===== config.mk =====
export PLATFORM = sky130hd
export DESIGN_NAME = sram_axi_arbiter
export DESIGN_NICKNAME = d
export VERILOG_FILES = /design/src/rtl/sram_axi_arbiter.sv
export SDC_FILE = /design/constraint.sdc
export NUM_CORES = 1
export LEC_CHECK = 0
export CAP_MARGIN = 15
export CORE_AREA = 2 2 149 151
export CTS_BUF_LIST = sky130_fd_sc_hd__clkbuf_16
export CTS_CLUSTER_DIAMETER = 60
export DETAILED_ROUTE_END_ITERATION = 12
export DIE_AREA = 0 0 151 153
export PLACE_DENSITY = 0.76
export SLEW_MARGIN = 20
export SYNTH_ARGS = -nofsm -noshare
export SYNTH_HDL_FRONTEND = slang
export SYNTH_SLANG_ARGS = --single-unit

===== constraint.sdc =====
create_clock -name clk -period 1.7 [get_ports clk]
set_input_delay 0.255 -clock clk [delete_from_list [all_inputs] [get_ports clk]]
set_output_delay 0.255 -clock clk [all_outputs]
set_load 0.03 [all_outputs]

===== src/rtl/sram_axi_arbiter.sv =====
// Bridges the instruction-fetch and data SRAM-like ports onto one AXI3 master.
// One read (AR/R) and one write (AW/W/B) may be in flight at the same time.
module sram_axi_arbiter #(
    parameter logic [3:0] ID_INST = 4'd0,
    parameter logic [3:0] ID_DATA = 4'd1
) (
    input  logic        clk,
    input  logic        resetn,
    input  logic        inst_req,
    input  logic [1:0]  inst_size,
    input  logic [31:0] inst_addr,
    output logic        inst_addr_ok,
    output logic        inst_data_ok,
    output logic [31:0] inst_rdata,
    input  logic        data_req,
    input  logic        data_wr,
    input  logic [1:0]  data_size,
    input  logic [31:0] data_addr,
    input  logic [3:0]  data_wstrb,
    input  logic [31:0] data_wdata,
    output logic        data_addr_ok,
    output logic        data_data_ok,
    output logic [31:0] data_rdata,
    output logic [3:0]  arid,
    output logic [31:0] araddr,
    output logic [7:0]  arlen,
    output logic [2:0]  arsize,
    output logic [1:0]  arburst,
    output logic [1:0]  arlock,
    output logic [3:0]  arcache,
    output logic [2:0]  arprot,
    output logic        arvalid,
    input  logic        arready,
    input  logic [3:0]  rid,
    input  logic [31:0] rdata,
    input  logic [1:0]  rresp,
    input  logic        rlast,
    input  logic        rvalid,
    output logic        rready,
    output logic [3:0]  awid,
    output logic [31:0] awaddr,
    output logic [7:0]  awlen,
    output logic [2:0]  awsize,
    output logic [1:0]  awburst,
    output logic [1:0]  awlock,
    output logic [3:0]  awcache,
    output logic [2:0]  awprot,
    output logic        awvalid,
    input  logic        awready,
    output logic [3:0]  wid,
    output logic [31:0] wdata,
    output logic [3:0]  wstrb,
    output logic        wlast,
    output logic        wvalid,
    input  logic        wready,
    input  logic [3:0]  bid,
    input  logic [1:0]  bresp,
    input  logic        bvalid,
    output logic        bready
);
    typedef enum logic [1:0] {R_IDLE, R_AR, R_R} r_state_t;
    typedef enum logic [1:0] {W_IDLE, W_REQ, W_B} w_state_t;

    r_state_t    r_state;
    w_state_t    w_state;
    logic [31:0] r_addr;
    logic [1:0]  r_size;
    logic        r_is_data;
    logic [31:0] w_addr;
    logic [31:0] w_data;
    logic [1:0]  w_size;
    logic [3:0]  w_strb;
    logic        aw_pend;
    logic        w_pend;

    logic data_rd, raw_hazard, grant_data, grant_inst, accept_wr;
    logic r_beat, r_beat_data, r_beat_inst, b_done;
    logic unused_inputs;

    assign unused_inputs = ^{rresp, rlast, bid, bresp};

    // A read to the word still being written must wait until B returns.
    assign data_rd     = data_req && !data_wr;
    assign raw_hazard  = (w_state != W_IDLE) && (data_addr[31:2] == w_addr[31:2]);
    assign grant_data  = resetn && (r_state == R_IDLE) && data_rd && !raw_hazard;
    assign grant_inst  = resetn && (r_state == R_IDLE) && inst_req && !grant_data;
    assign accept_wr   = resetn && (w_state == W_IDLE) && data_req && data_wr;

    assign r_beat      = (r_state == R_R) && rvalid;
    assign r_beat_data = r_beat && (rid == ID_DATA);
    assign r_beat_inst = r_beat && (rid == ID_INST);
    // Data read and write response share data_data_ok; the read wins, B waits a cycle.
    assign bready      = (w_state == W_B) && !(r_beat_data && bvalid);
    assign b_done      = bvalid && bready;

    assign inst_addr_ok = grant_inst;
    assign data_addr_ok = grant_data || accept_wr;
    assign inst_data_ok = r_beat_inst;
    assign data_data_ok = r_beat_data || b_done;
    assign inst_rdata   = rdata;
    assign data_rdata   = rdata;

    assign arid    = r_is_data ? ID_DATA : ID_INST;
    assign araddr  = r_addr;
    assign arsize  = {1'b0, r_size};
    assign arvalid = (r_state == R_AR);
    assign rready  = (r_state == R_R);
    assign arlen   = 8'd0;
    assign arburst = 2'b01;
    assign arlock  = 2'b00;
    assign arcache = 4'd0;
    assign arprot  = 3'd0;

    assign awid    = ID_DATA;
    assign awaddr  = w_addr;
    assign awsize  = {1'b0, w_size};
    assign awvalid = aw_pend;
    assign awlen   = 8'd0;
    assign awburst = 2'b01;
    assign awlock  = 2'b00;
    assign awcache = 4'd0;
    assign awprot  = 3'd0;
    assign wid     = ID_DATA;
    assign wdata   = w_data;
    assign wstrb   = w_strb;
    assign wlast   = 1'b1;
    assign wvalid  = w_pend;

    always_ff @(posedge clk or negedge resetn) begin
        if (!resetn) begin
            r_state   <= R_IDLE;
            r_addr    <= 32'd0;
            r_size    <= 2'd0;
            r_is_data <= 1'b0;
        end else begin
            case (r_state)
                R_IDLE: begin
                    if (grant_data) begin
                        r_addr    <= data_addr;
                        r_size    <= data_size;
                        r_is_data <= 1'b1;
                        r_state   <= R_AR;
                    end else if (grant_inst) begin
                        r_addr    <= inst_addr;
                        r_size    <= inst_size;
                        r_is_data <= 1'b0;
                        r_state   <= R_AR;
                    end
                end
                R_AR:    if (arready) r_state <= R_R;
                R_R:     if (rvalid) r_state <= R_IDLE;
                default: r_state <= R_IDLE;
            endcase
        end
    end

    always_ff @(posedge clk or negedge resetn) begin
        if (!resetn) begin
            w_state <= W_IDLE;
            w_addr  <= 32'd0;
            w_data  <= 32'd0;
            w_size  <= 2'd0;
            w_strb  <= 4'd0;
            aw_pend <= 1'b0;
            w_pend  <= 1'b0;
        end else begin
            case (w_state)
                W_IDLE: begin
                    if (accept_wr) begin
                        w_addr  <= data_addr;
                        w_data  <= data_wdata;
                        w_size  <= data_size;
                        w_strb  <= data_wstrb;
                        aw_pend <= 1'b1;
                        w_pend  <= 1'b1;
                        w_state <= W_REQ;
                    end
                end
                W_REQ: begin
                    if (awready) aw_pend <= 1'b0;
                    if (wready) w_pend <= 1'b0;
                    if ((!aw_pend || awready) && (!w_pend || wready)) w_state <= W_B;
                end
                W_B:     if (b_done) w_state <= W_IDLE;
                default: w_state <= W_IDLE;
            endcase
        end
    end
endmodule


; Word level (Yosys, flattened, before mapping)
; Cells that the tools add are included.
[word_totals]
ff_bits = 111
out_inout_bits = 230
in_bits = 159
[classes]
eq_ne = 14
mux = 21
reduce_logical = 39
[ops]
columns = cell, count
row1 = $mux W32, 2
row2 = $eq A30 B30 Y1, 1
row3 = $mux W2, 9
row4 = $logic_and A1 B1 Y1, 17
row5 = $ne A2 B2 Y1 const B, 6
row6 = $pmux W2 S3, 2
row7 = $reduce_and A3 Y1, 4
row8 = $logic_not A1 Y1, 6
row9 = $mux W1, 6
row10 = $reduce_bool A2 Y1, 3
row11 = $eq A2 B1 Y1 const B, 2
row12 = $eq A2 B2 Y1 const B, 2
row13 = $eq A4 B1 Y1 const B, 1
row14 = $logic_not A2 Y1, 2
row15 = $logic_not A4 Y1, 1
row16 = $logic_or A1 B1 Y1, 4
row17 = $pmux W1 S2, 2
row18 = $reduce_and A2 Y1, 2
row19 = $ne A3 B3 Y1 const B, 1
row20 = $ne A2 B1 Y1 const B, 1

; Longest topological paths before layout
; Gate-level depths: netlist (run 1).
[logic_depth]
depth_word = 9
depth_mapped = 7
ltp_nobuf = 5

; Least setup slack after synthesis (run 1)
; Ideal clock, no wire load.
[synth_timing]
path_type = register -> output
from = register w_addr[15], in the netlist awaddr[15]
to = output inst_addr_ok
stages_incl_launch_ff = 8
path_buffers = 2
arrival_time_ns = 1.851
required_time_ns = 1.445
path_slack_ns = -0.406
cell_sequence = dfrtp_1 > xor2_1 > nor4_1 > nand4_1 > o21ai_1 > buf_6 > buf_6 > and2_1
[synth_between]
elab_chain_cells = 6
[synth_rtl]
columns = item, line_no
row1 = start: declaration, 69  ; logic [31:0] w_addr;
row2 = start signal: assignment, 170  ; w_addr <= data_addr;
row3 = $eq A30 B30 Y1, 84  ; assign raw_hazard = (w_state != W_IDLE) && (data_addr[31:2] == w_addr[31:2]);
row4 = $logic_and A1 B1 Y1, 84
row5 = $logic_not A1 Y1, 85  ; assign grant_data = resetn && (r_state == R_IDLE) && data_rd && !raw_hazard;
row6 = $logic_and A1 B1 Y1, 85
row7 = $logic_not A1 Y1, 86  ; assign grant_inst = resetn && (r_state == R_IDLE) && inst_req && !grant_data;
row8 = $logic_and A1 B1 Y1, 86
row9 = end: declaration, 12  ; output logic inst_addr_ok,
; Every way passes these cells.

; Worst setup path after layout (run 1)
[layout_timing]
from = register w_addr[20], in the netlist awaddr[20]
to = output inst_addr_ok
; Same word-level chain as after synthesis.

==> impl_metrics.toml, run 1 <==
[synth]
synth_area_per_cell_um2 = 12.7
synth.most_common_cell = "buf_4"
synth.area.top_cells = "dfrtp_1, mux2_2, buf_4, xor2_1, mux2_1"
synth-edff-count = 0
syn_inst = 462
ys_ff_latch = 111
synthDominantCellAreaShare_pct = 47.5
yosysUniqueCellTypes = 27
synth-main-ff-cell = "dfrtp_1"
netlist_top_cells_count = "buf_4, mux2_2, dfrtp_1"
synth_top_cell_by_area = "dfrtp_1"
async_flop_share_pct = 100
ys.warnings.count = 0
synth_area_um2 = 5850
ys_seq_area_share_pct = 47.5

[clock_tree]
clk_pin_slew_ps = 80
cts_max_level = 3
cts_root_buffer = "clkbuf_16"
cts_tree = "built"
clock-sinks = 111
cts_buffer_depth = 2
clock_latency_ps = 360
cts_made_buffers = 9

[power]
ir_worst_vdd_mv = 0.817
p_total_mw = 16.1
leakagePower_nw = 4.33
power.density_nw_per_um2 = 1750

[worst_setup_path]
r2r_cells = 10
worstSetupEndpointType = "output port"
crit_slowest_cell = "dfrtp_2"
cp_cell_sequence = "xor2_4 > nor4_4 > buf_4 > nand4_1 > o21ai_4 > buf_6 > and2_4 > buf_6"
cp.arrival_ps = 2190
timing.rr.start = "awaddr[20]$_DFFE_PN0P_"
path_common_cell = "buf_6"
critical_path.endpoint = "inst_addr_ok"
critical_path.top_delay_family = "simple AND/OR/NAND/NOR gates"
cp_max_fo = 4
startpoint_type = "flip-flop"
rr_endpoint = "araddr[18]$_DFFE_PN0P_"
worst-path-stages = 8
cp.buffers_inverters = 3
worstSetupStartpoint = "awaddr[20]$_DFFE_PN0P_"
critPathMaxStageDelay_ps = 440
reg2reg_slack_ps = -690
worstPathRequired_ps = 1440
crit_type = "flip-flop to output port"

[floorplan]
dieArea_um2 = 23100
num_rows = 54
ioPinCount = 389
fp.coreArea_um2 = 21500
start_util_pct = 27.2
die_height_um = 153
die_x_um = 151

[sta]
setup_viol = 41
fmax_ghz = 0.409
fin_setup_tns_ps = -24590
finalCriticalPeriod_ps = 2450
setup_slack_ps = -746
rsz0062_at_grt = "yes"
timing.final.crit_share_pct = 144
slew_violations = 0
hold_violations = 0
clock_skew_ps = 13.0

[layout]
layout-drive-gt1-share_pct = 40.4
final_cell_area_um2 = 9210
nets = 876
layout.cells.non_filler = 1002
antenna_cells = 0
syn2layout_area_growth_pct = 57.3

[global_routing]
grt_overflow = 0
antenna_found_initial = 0
grt_pass1_vias = 4487
grt.total_usage_pct = 15.4
grt_pass1_wl_um = 26100
grt_max_degree = 76

[place]
io_buffers = 231
place_congestion = 0.802
dp.cells = 967
dpl_cell_area_um2 = 8460
hpwl_um = 13500
dp_slack_ps = -1360

[min_path]
hp-class = "input port to flip-flop"

[flow_run]
drv_cap = 0

[status]
violations = "setup timing"
status = "complete, but fails checks"

[route]
wl_per_cell_um = 18.0
drtIter0Drc = 71
ant_nets = 0
firstDrtPassIters = 4
totalWireLength_um = 18100
via_count = 4165
vias_per_cell = 4.16
drc = 0
[registers in the layout, indices dropped and copies added, names as in the netlist]
name / flops
wvalid: 1
r_is_data: 1
awaddr: 32
araddr: 32
wdata: 32
awvalid: 1
w_size: 2
wstrb: 4
w_state: 2
r_state: 2
r_size: 2
[logic make-up (layout without fill, tap and decap cells)]
group / after synthesis / in the layout / share of synthesized area [%]
flops: 111 / 111 / 47.5
simple gates: 36 / 36 / 3.44
compound gates: 9 / 9 / 1.00
xor+xnor: 30 / 30 / 4.49
buf+inv: 136 / 346 / 16.9
other cells: 2 / 52 / 0.128
mux: 138 / 138 / 26.6
[power breakdown]
| group | switching (mW) | total [mW] | internal (mW) |
|---|---|---|---|
| Sequential | 0.746 | 4.73 | 3.99 |
| Clock | 1.09 | 2.12 | 1.03 |
| Combinational | 4.83 | 9.25 | 4.41 |
| Total | 6.67 | 16.1 | 9.43 |
[worst register-to-register path, stage by stage (launching register included)]
cell	delay (ps)
dfrtp_2	440
xor2_4	170
nor4_4	340
buf_4	170
nand4_1	130
o21ai_4	180
buf_4	130
buf_6	90
buf_12	130
buf_16	170
mux2_1	320
[layout by cell type, fill, tap and decap left out, types with 11 or more instances in the layout]
cell	n
buf_12	11
buf_4	78
clkdlybuf4s50_1	156
conb_1	52
dfrtp_1	88
dfrtp_2	23
dlygate4sd2_1	38
dlymetal6s2s_1	29
mux2_2	116
mux2_4	20
xor2_1	29
[metal layers]
metal	vias up	wire length (µm)	global-route usage [%]
li1	1912	-	-
met1	1996	6650	16.5
met2	235	9230	27.3
met3	22	1900	6.66
met4	0	304	4.36
met5	-	0	0
[worst min path at each step]
stage | from | endpoint | slack, ps | cells past startpoint
final | rvalid | r_state[1]$_DFFE_PN0P_ | 310 | 3
after floorplan | resetn | araddr[0]$_DFFE_PN0P_ | -40 | 0
after CTS | resetn | w_state[1]$_DFFE_PN0P_ | 340 | 3
after global placement | resetn | w_state[0]$_DFFE_PN0P_ | 190 | 2
after detailed placement | resetn | w_state[1]$_DFFE_PN0P_ | 200 | 2
after global routing | rvalid | r_state[1]$_DFFE_PN0P_ | 310 | 3
[stage by stage]
step	hold WS [ps]	utilization, %
after floorplan	-40.6	-
after global routing	307	42.8
after CTS	337	42.0
after global placement	193	39.4
final	311	42.8
after detailed placement	195	39.4
[area by class of cell]
| class | count | area [µm²] |
|---|---|---|
| fillers | 2003 | 12300 |
| flip-flops and latches | 111 | 2810 |
| repair buffers | 326 | 3260 |
| clock inverters | 7 | 71.3 |
| clock buffers | 9 | 225 |
| multi-input cells | 265 | 2470 |
| well taps | 280 | 350 |
| inverters | 4 | 15.0 |
[timing repair]
| item | CTS | global route |
|---|---|---|
| hold buffers | 2 | 0 |
| setup endpoints to repair | 141 | 68 |
| buffers inserted | 12 | 5 |
| resized for setup | 74 | 56 |
| gates cloned | 3 | 1 |
| pin swaps | 8 | 4 |
| hold endpoints to repair | 36 | 0 |
Note: power is estimated with default switching activity, not from simulation.
==> inputs of run 2 (changes only) <==
--- a/config.mk
+++ b/config.mk
@@ -6,12 +6,11 @@
 export NUM_CORES = 1
 export LEC_CHECK = 0
 export CAP_MARGIN = 15
-export CORE_AREA = 2 2 149 151
+export CORE_AREA = 2 2 150 152
 export CTS_BUF_LIST = sky130_fd_sc_hd__clkbuf_16
 export CTS_CLUSTER_DIAMETER = 60
 export DETAILED_ROUTE_END_ITERATION = 12
-export DIE_AREA = 0 0 151 153
-export PLACE_DENSITY = 0.76
+export DIE_AREA = 0 0 152 154
 export SLEW_MARGIN = 20
 export SYNTH_ARGS = -nofsm -noshare
 export SYNTH_HDL_FRONTEND = slang
==> constraint.sdc (replaced) <==
create_clock -name clk -period 3.1 [get_ports clk]
set_input_delay 0.465 -clock clk [delete_from_list [all_inputs] [get_ports clk]]
set_output_delay 0.465 -clock clk [all_outputs]
set_load 0.03 [all_outputs]
==> impl_metrics.toml, run 2 (synthesis results as in run 1) <==
[floorplan]
dieArea_um2 = 23400
num_rows = 54
die_x_um = 152
start_util_pct = 27.0
ioPinCount = 389
fp.coreArea_um2 = 21700
die_height_um = 154

[sta]
setup_viol = 0
tightestPinTransition_ps = 801
fmax_ghz = 0.349
slew_violations = 0
finalCriticalPeriod_ps = 2870
timing.final.crit_share_pct = 92.5
hold_violations = 0
rsz0062_at_grt = "no"
clock_skew_ps = 11.5
slew_headroom_pct = 46.6

[layout]
multiInputGateArea_um2 = 2300
syn2layout_area_growth_pct = 39.7
layout_common_cells = "clkdlybuf4s50_1, mux2_2, dfrtp_1"
antenna_cells = 0
nFillCells = 2159
seq_area_um2 = 2780
nets = 796
layout-drive-gt1-share_pct = 24.1
layout.cells.non_filler = 922
fin_util_pct = 37.7
final_common_cell = "clkdlybuf4s50_1"

[clock_tree]
cts_max_level = 3
cts_made_buffers = 9
clock_latency_ps = 350
cts_tree = "built"
cts_buffer_depth = 2
cts_root_buffer = "clkbuf_16"
clk_pin_slew_ps = 70
clock-sinks = 111

[worst_setup_path]
worstPathRequired_ps = 2630
timing.rr.start = "awaddr[14]$_DFFE_PN0P_"
reg2reg_slack_ps = 680
cp_max_fo = 4
crit_type = "input port to output port"
worstSetupStartpoint = "data_addr[14]"
critical_path.endpoint = "inst_addr_ok"
r2r_cells = 8
worstSetupEndpointType = "output port"
rr_endpoint = "araddr[28]$_DFFE_PN0P_"
startpoint_type = "input port"
cp.arrival_ps = 2400

[place]
hpwl_um = 13000
io_buffers = 231
dp.cells = 903
place_congestion = 0.766

[route]
drtIter0Drc = 111
firstDrtPassIters = 4
vias_per_cell = 4.19
via_count = 3863
totalWireLength_um = 16600
ant_nets = 0
wl_per_cell_um = 18.0
drc = 0

[global_routing]
grt.total_usage_pct = 14.1
grt_overflow = 0
grt_pass1_vias = 4226
grt_max_degree = 62
grt_pass1_wl_um = 25500
antenna_found_initial = 0

[power]
leakagePower_nw = 3.42
pwr-share-clk_pct = 13.6
seqPwrFrac_pct = 31.3
ir_worst_vdd_mv = 0.480
sw_frac_of_total_pct = 41.9
power_switching_mw = 3.51
p_comb_share_pct = 55.1
p_int_mw = 4.87
power.density_nw_per_um2 = 1030

[status]
status = "finished, final reports clean"

[flow_run]
drv_cap = 0

[min_path]
hp-class = "flip-flop to flip-flop"
run 2: changes by cell type in the layout (fill, tap and decap cells not counted), moves of 9 or more:
cell	previous run	this run
dfrtp_2	23	0
buf_4	78	15
buf_12	11	2
clkdlybuf4s50_1	156	228
mux2_4	20	0
dlymetal6s2s_1	29	0
dlygate4sd2_1	38	0
dfrtp_1	88	111
mux2_1	2	21
run 2: power by group through the flow:
stage                     clock network [mW]  registers, mW  logic [mW]
after global routing                    1.28           2.73        4.86
after CTS                               1.20           2.63        4.69
final                                   1.14           2.62        4.62
after detailed placement                   0           2.65        4.65
after floorplan                            0           3.99        1.44
after global placement                     0           2.61        4.62
run 2: metrics by stage:
stage	setup TNS, ps	hold WS, ps	instance area, µm²	worst slack (ps)	power, mW
global placement	-3850	362	7850	-216	7.23
detailed placement	-2430	360	7850	-149	7.30
finish	0	506	8180	233	8.38
CTS	0	512	8160	30.3	8.52
floorplan	0	169	6040	784	5.43
global route	0	534	8180	84.0	8.87
run 2: area by class of cell:
type	instances	area share [%]
Clock buffer	9	2.75
Clock inverter	7	0.811
Inverter	4	0.184
Multi-Input combinational cell	265	28.1
Sequential cell	111	34.0
Tap cell	280	4.29
Timing Repair Buffer	246	29.9
run 2: worst min-delay path by stage:
stage                                startpoint  cells past startpoint  slack, ps                     end
after floorplan                          resetn                      0        170   araddr[0]$_DFFE_PN0P_
after global placement                   resetn                      1        360  awaddr[30]$_DFFE_PN0P_
after detailed placement                 resetn                      1        360  awaddr[30]$_DFFE_PN0P_
after CTS                   awvalid$_DFFE_PN0P_                      2        510     awvalid$_DFFE_PN0P_
after global routing       wstrb[3]$_DFFE_PN0P_                      1        530    wstrb[3]$_DFFE_PN0P_
final                     wdata[17]$_DFFE_PN0P_                      1        510   wdata[17]$_DFFE_PN0P_
run 2: repair_timing:
item | CTS | global route
setup endpoints to repair | 2 | 1
pin swaps | 0 | 2
endpoints found under the hold margin | 14 | 0
gates resized for setup | 2 | 0
hold buffers | 1 | 0
cloned | 0 | 0
setup buffers | 0 | 2
run 2: critical path, stage by stage:
cell and delay (ps):
clkdlybuf4s50_1 460, xor2_1 170, nor4_1 330, buf_4 170, nand4_1 200, o21ai_4 290, and2_1 160, buf_4 160
run 2: per-layer routing:
metal  part of all wire (%)  vias up  track usage (%)
met5                      0        -                0
met4                    2.7        0             5.16
met3                    9.7       28             6.37
li1                       -     1739                -
met1                     36     1868             15.0
met2                     52      228             24.7
==> inputs of run 3 (changes only) <==
--- a/config.mk
+++ b/config.mk
@@ -6,11 +6,16 @@
 export NUM_CORES = 1
 export LEC_CHECK = 0
 export CAP_MARGIN = 15
+export CELL_PAD_IN_SITES_DETAIL_PLACEMENT = 0
+export CELL_PAD_IN_SITES_GLOBAL_PLACEMENT = 1
 export CORE_AREA = 2 2 150 152
 export CTS_BUF_LIST = sky130_fd_sc_hd__clkbuf_16
 export CTS_CLUSTER_DIAMETER = 60
 export DETAILED_ROUTE_END_ITERATION = 12
 export DIE_AREA = 0 0 152 154
+export PLACE_DENSITY_LB_ADDON = 0.1
+export REMOVE_ABC_BUFFERS = 1
+export SKIP_LAST_GASP = 1
 export SLEW_MARGIN = 20
 export SYNTH_ARGS = -nofsm -noshare
 export SYNTH_HDL_FRONTEND = slang
==> impl_metrics.toml, run 3 (synthesis results as in run 1) <==
[route]
drc = 0
wl_per_cell_um = 19.6
drtIter0Drc = 62
via_count = 3872
totalWireLength_um = 18000
vias_per_cell = 4.22
ant_nets = 0
firstDrtPassIters = 4

[floorplan]
fp.coreArea_um2 = 21700
dieArea_um2 = 23400
num_rows = 54
die_height_um = 154
start_util_pct = 27.0
die_x_um = 152
ioPinCount = 389

[clock_tree]
cts_hold_buf = 0
cts_buffer_depth = 2
cts_tree = "built"
cts_root_buffer = "clkbuf_16"
cts_made_buffers = 9
clock_latency_ps = 350
clock-sinks = 111
clk_pin_slew_ps = 80
cts_resized = 0
post_cts_buffers = 0
cts_max_level = 3

[sta]
rsz0062_at_grt = "no"
tightestPinTransition_ps = 722
hold_violations = 0
finalCriticalPeriod_ps = 2920
clock_skew_ps = 9.76
slew_violations = 0
setup_viol = 0
fmax_ghz = 0.342
timing.final.crit_share_pct = 94.3
slew_headroom_pct = 51.9

[power]
pwr-share-clk_pct = 14.6
sw_frac_of_total_pct = 41.2
leakagePower_nw = 3.40
ir_worst_vdd_mv = 0.468
power.density_nw_per_um2 = 1030
seqPwrFrac_pct = 31.1
p_int_mw = 4.93
p_comb_share_pct = 54.4
power_switching_mw = 3.45
p_total_mw = 8.38

[layout]
antenna_cells = 0
syn2layout_area_growth_pct = 38.7
nFillCells = 2110
layout_common_cells = "clkdlybuf4s50_1, mux2_2, dfrtp_1"
nets = 792
final_common_cell = "clkdlybuf4s50_1"
layout-drive-gt1-share_pct = 23.5
seq_area_um2 = 2780
multiInputGateArea_um2 = 2280
final_cell_area_um2 = 8120

[global_routing]
grt.met1_usage_pct = 18.8
use_met2_pct = 19.9
gr-usage-met3_pct = 12.9
grt.total_usage_pct = 15.2
grt_pass1_vias = 4145
grt_overflow = 0
antenna_found_initial = 0
top_usage_layer = "met2"
grt_max_degree = 55
grt_pass1_wl_um = 26700

[worst_setup_path]
crit_slowest_cell = "clkdlybuf4s50_1"
cp.arrival_ps = 2460
r2r_cells = 7
rr_endpoint = "araddr[27]$_DFFE_PN0P_"
timing.rr.start = "awaddr[15]$_DFFE_PN0P_"
worstPathRequired_ps = 2630
crit_type = "input port to output port"
cp_cell_sequence = "clkdlybuf4s50_1 > xor2_1 > nor4_1 > buf_4 > nand4_1 > o21ai_4 > and2_1 > buf_4"
critPathMaxStageDelay_ps = 470
worstSetupEndpointType = "output port"
reg2reg_slack_ps = 730
cp.buffers_inverters = 3
critical_path.top_delay_family = "buffers and inverters"
startpoint_type = "input port"
path_common_cell = "buf_4"
cp_max_fo = 6

[place]
place_congestion = 0.676
dpl_cell_area_um2 = 7810
hpwl_um = 14100
io_buffers = 231

[status]
status = "finished, final reports clean"

[flow_run]
drv_cap = 0

[min_path]
hp-class = "input port to asynchronous set/reset pin"
run 3: cell count changes in the layout (fill, tap and decap cells not counted), sizes merged:
cell	change
bufinv	+1
clkinvlp	+1
buf	-3
inv	+1
dlygate4sd3	-1
clkinv	-3
run 3: cell type report:
cell class                 count  share of cell area [%]
timing repair buffer         242                    29.4
multi-input combinational    265                    28.1
clock buffer                   9                    2.77
tap                          280                    4.32
clock inverter                 7                   0.971
inverter                       4                   0.185
sequential                   111                    34.2
run 3: worst max-delay path by stage:
stage                           startpoint  slack [ps]           end  depth (start not counted)
floorplan           w_state[1]$_DFFE_PN0P_        -950  data_addr_ok                          3
global placement             data_addr[15]         140  inst_addr_ok                          8
detailed placement           data_addr[15]         140  inst_addr_ok                          8
CTS                          data_addr[15]         140  inst_addr_ok                          8
global route                 data_addr[15]           8  inst_addr_ok                          8
finish                       data_addr[15]         180  inst_addr_ok                          8
run 3: routing by layer:
metal  wire [µm]  part of all wire [%]  vias to the layer above
met5          93                  0.52                        -
met4         134                  0.75                        3
met3        3270                    18                       13
met2        7000                    39                      279
met1        7470                    42                     1840
li1            -                     -                     1737
run 3: power groups by stage:
stage	registers, mW	clock network, mW	logic (mW)
floorplan	4.01	0	1.21
global placement	2.60	0	4.60
detailed placement	2.63	0	4.61
CTS	2.62	1.29	4.62
global route	2.72	1.35	4.81
finish	2.60	1.22	4.55
run 3: stage by stage:
step	setup TNS, ps	std cells	hold slack [ps]	setup WS [ps]	utilization (%)
after floorplan	-44720	380	169	-947	-
after global placement	0	902	405	135	36.0
after detailed placement	0	902	411	139	36.0
after CTS	0	918	22.2	143	37.4
after global routing	0	918	27.8	7.70	37.4
final	0	918	24.9	175	37.4
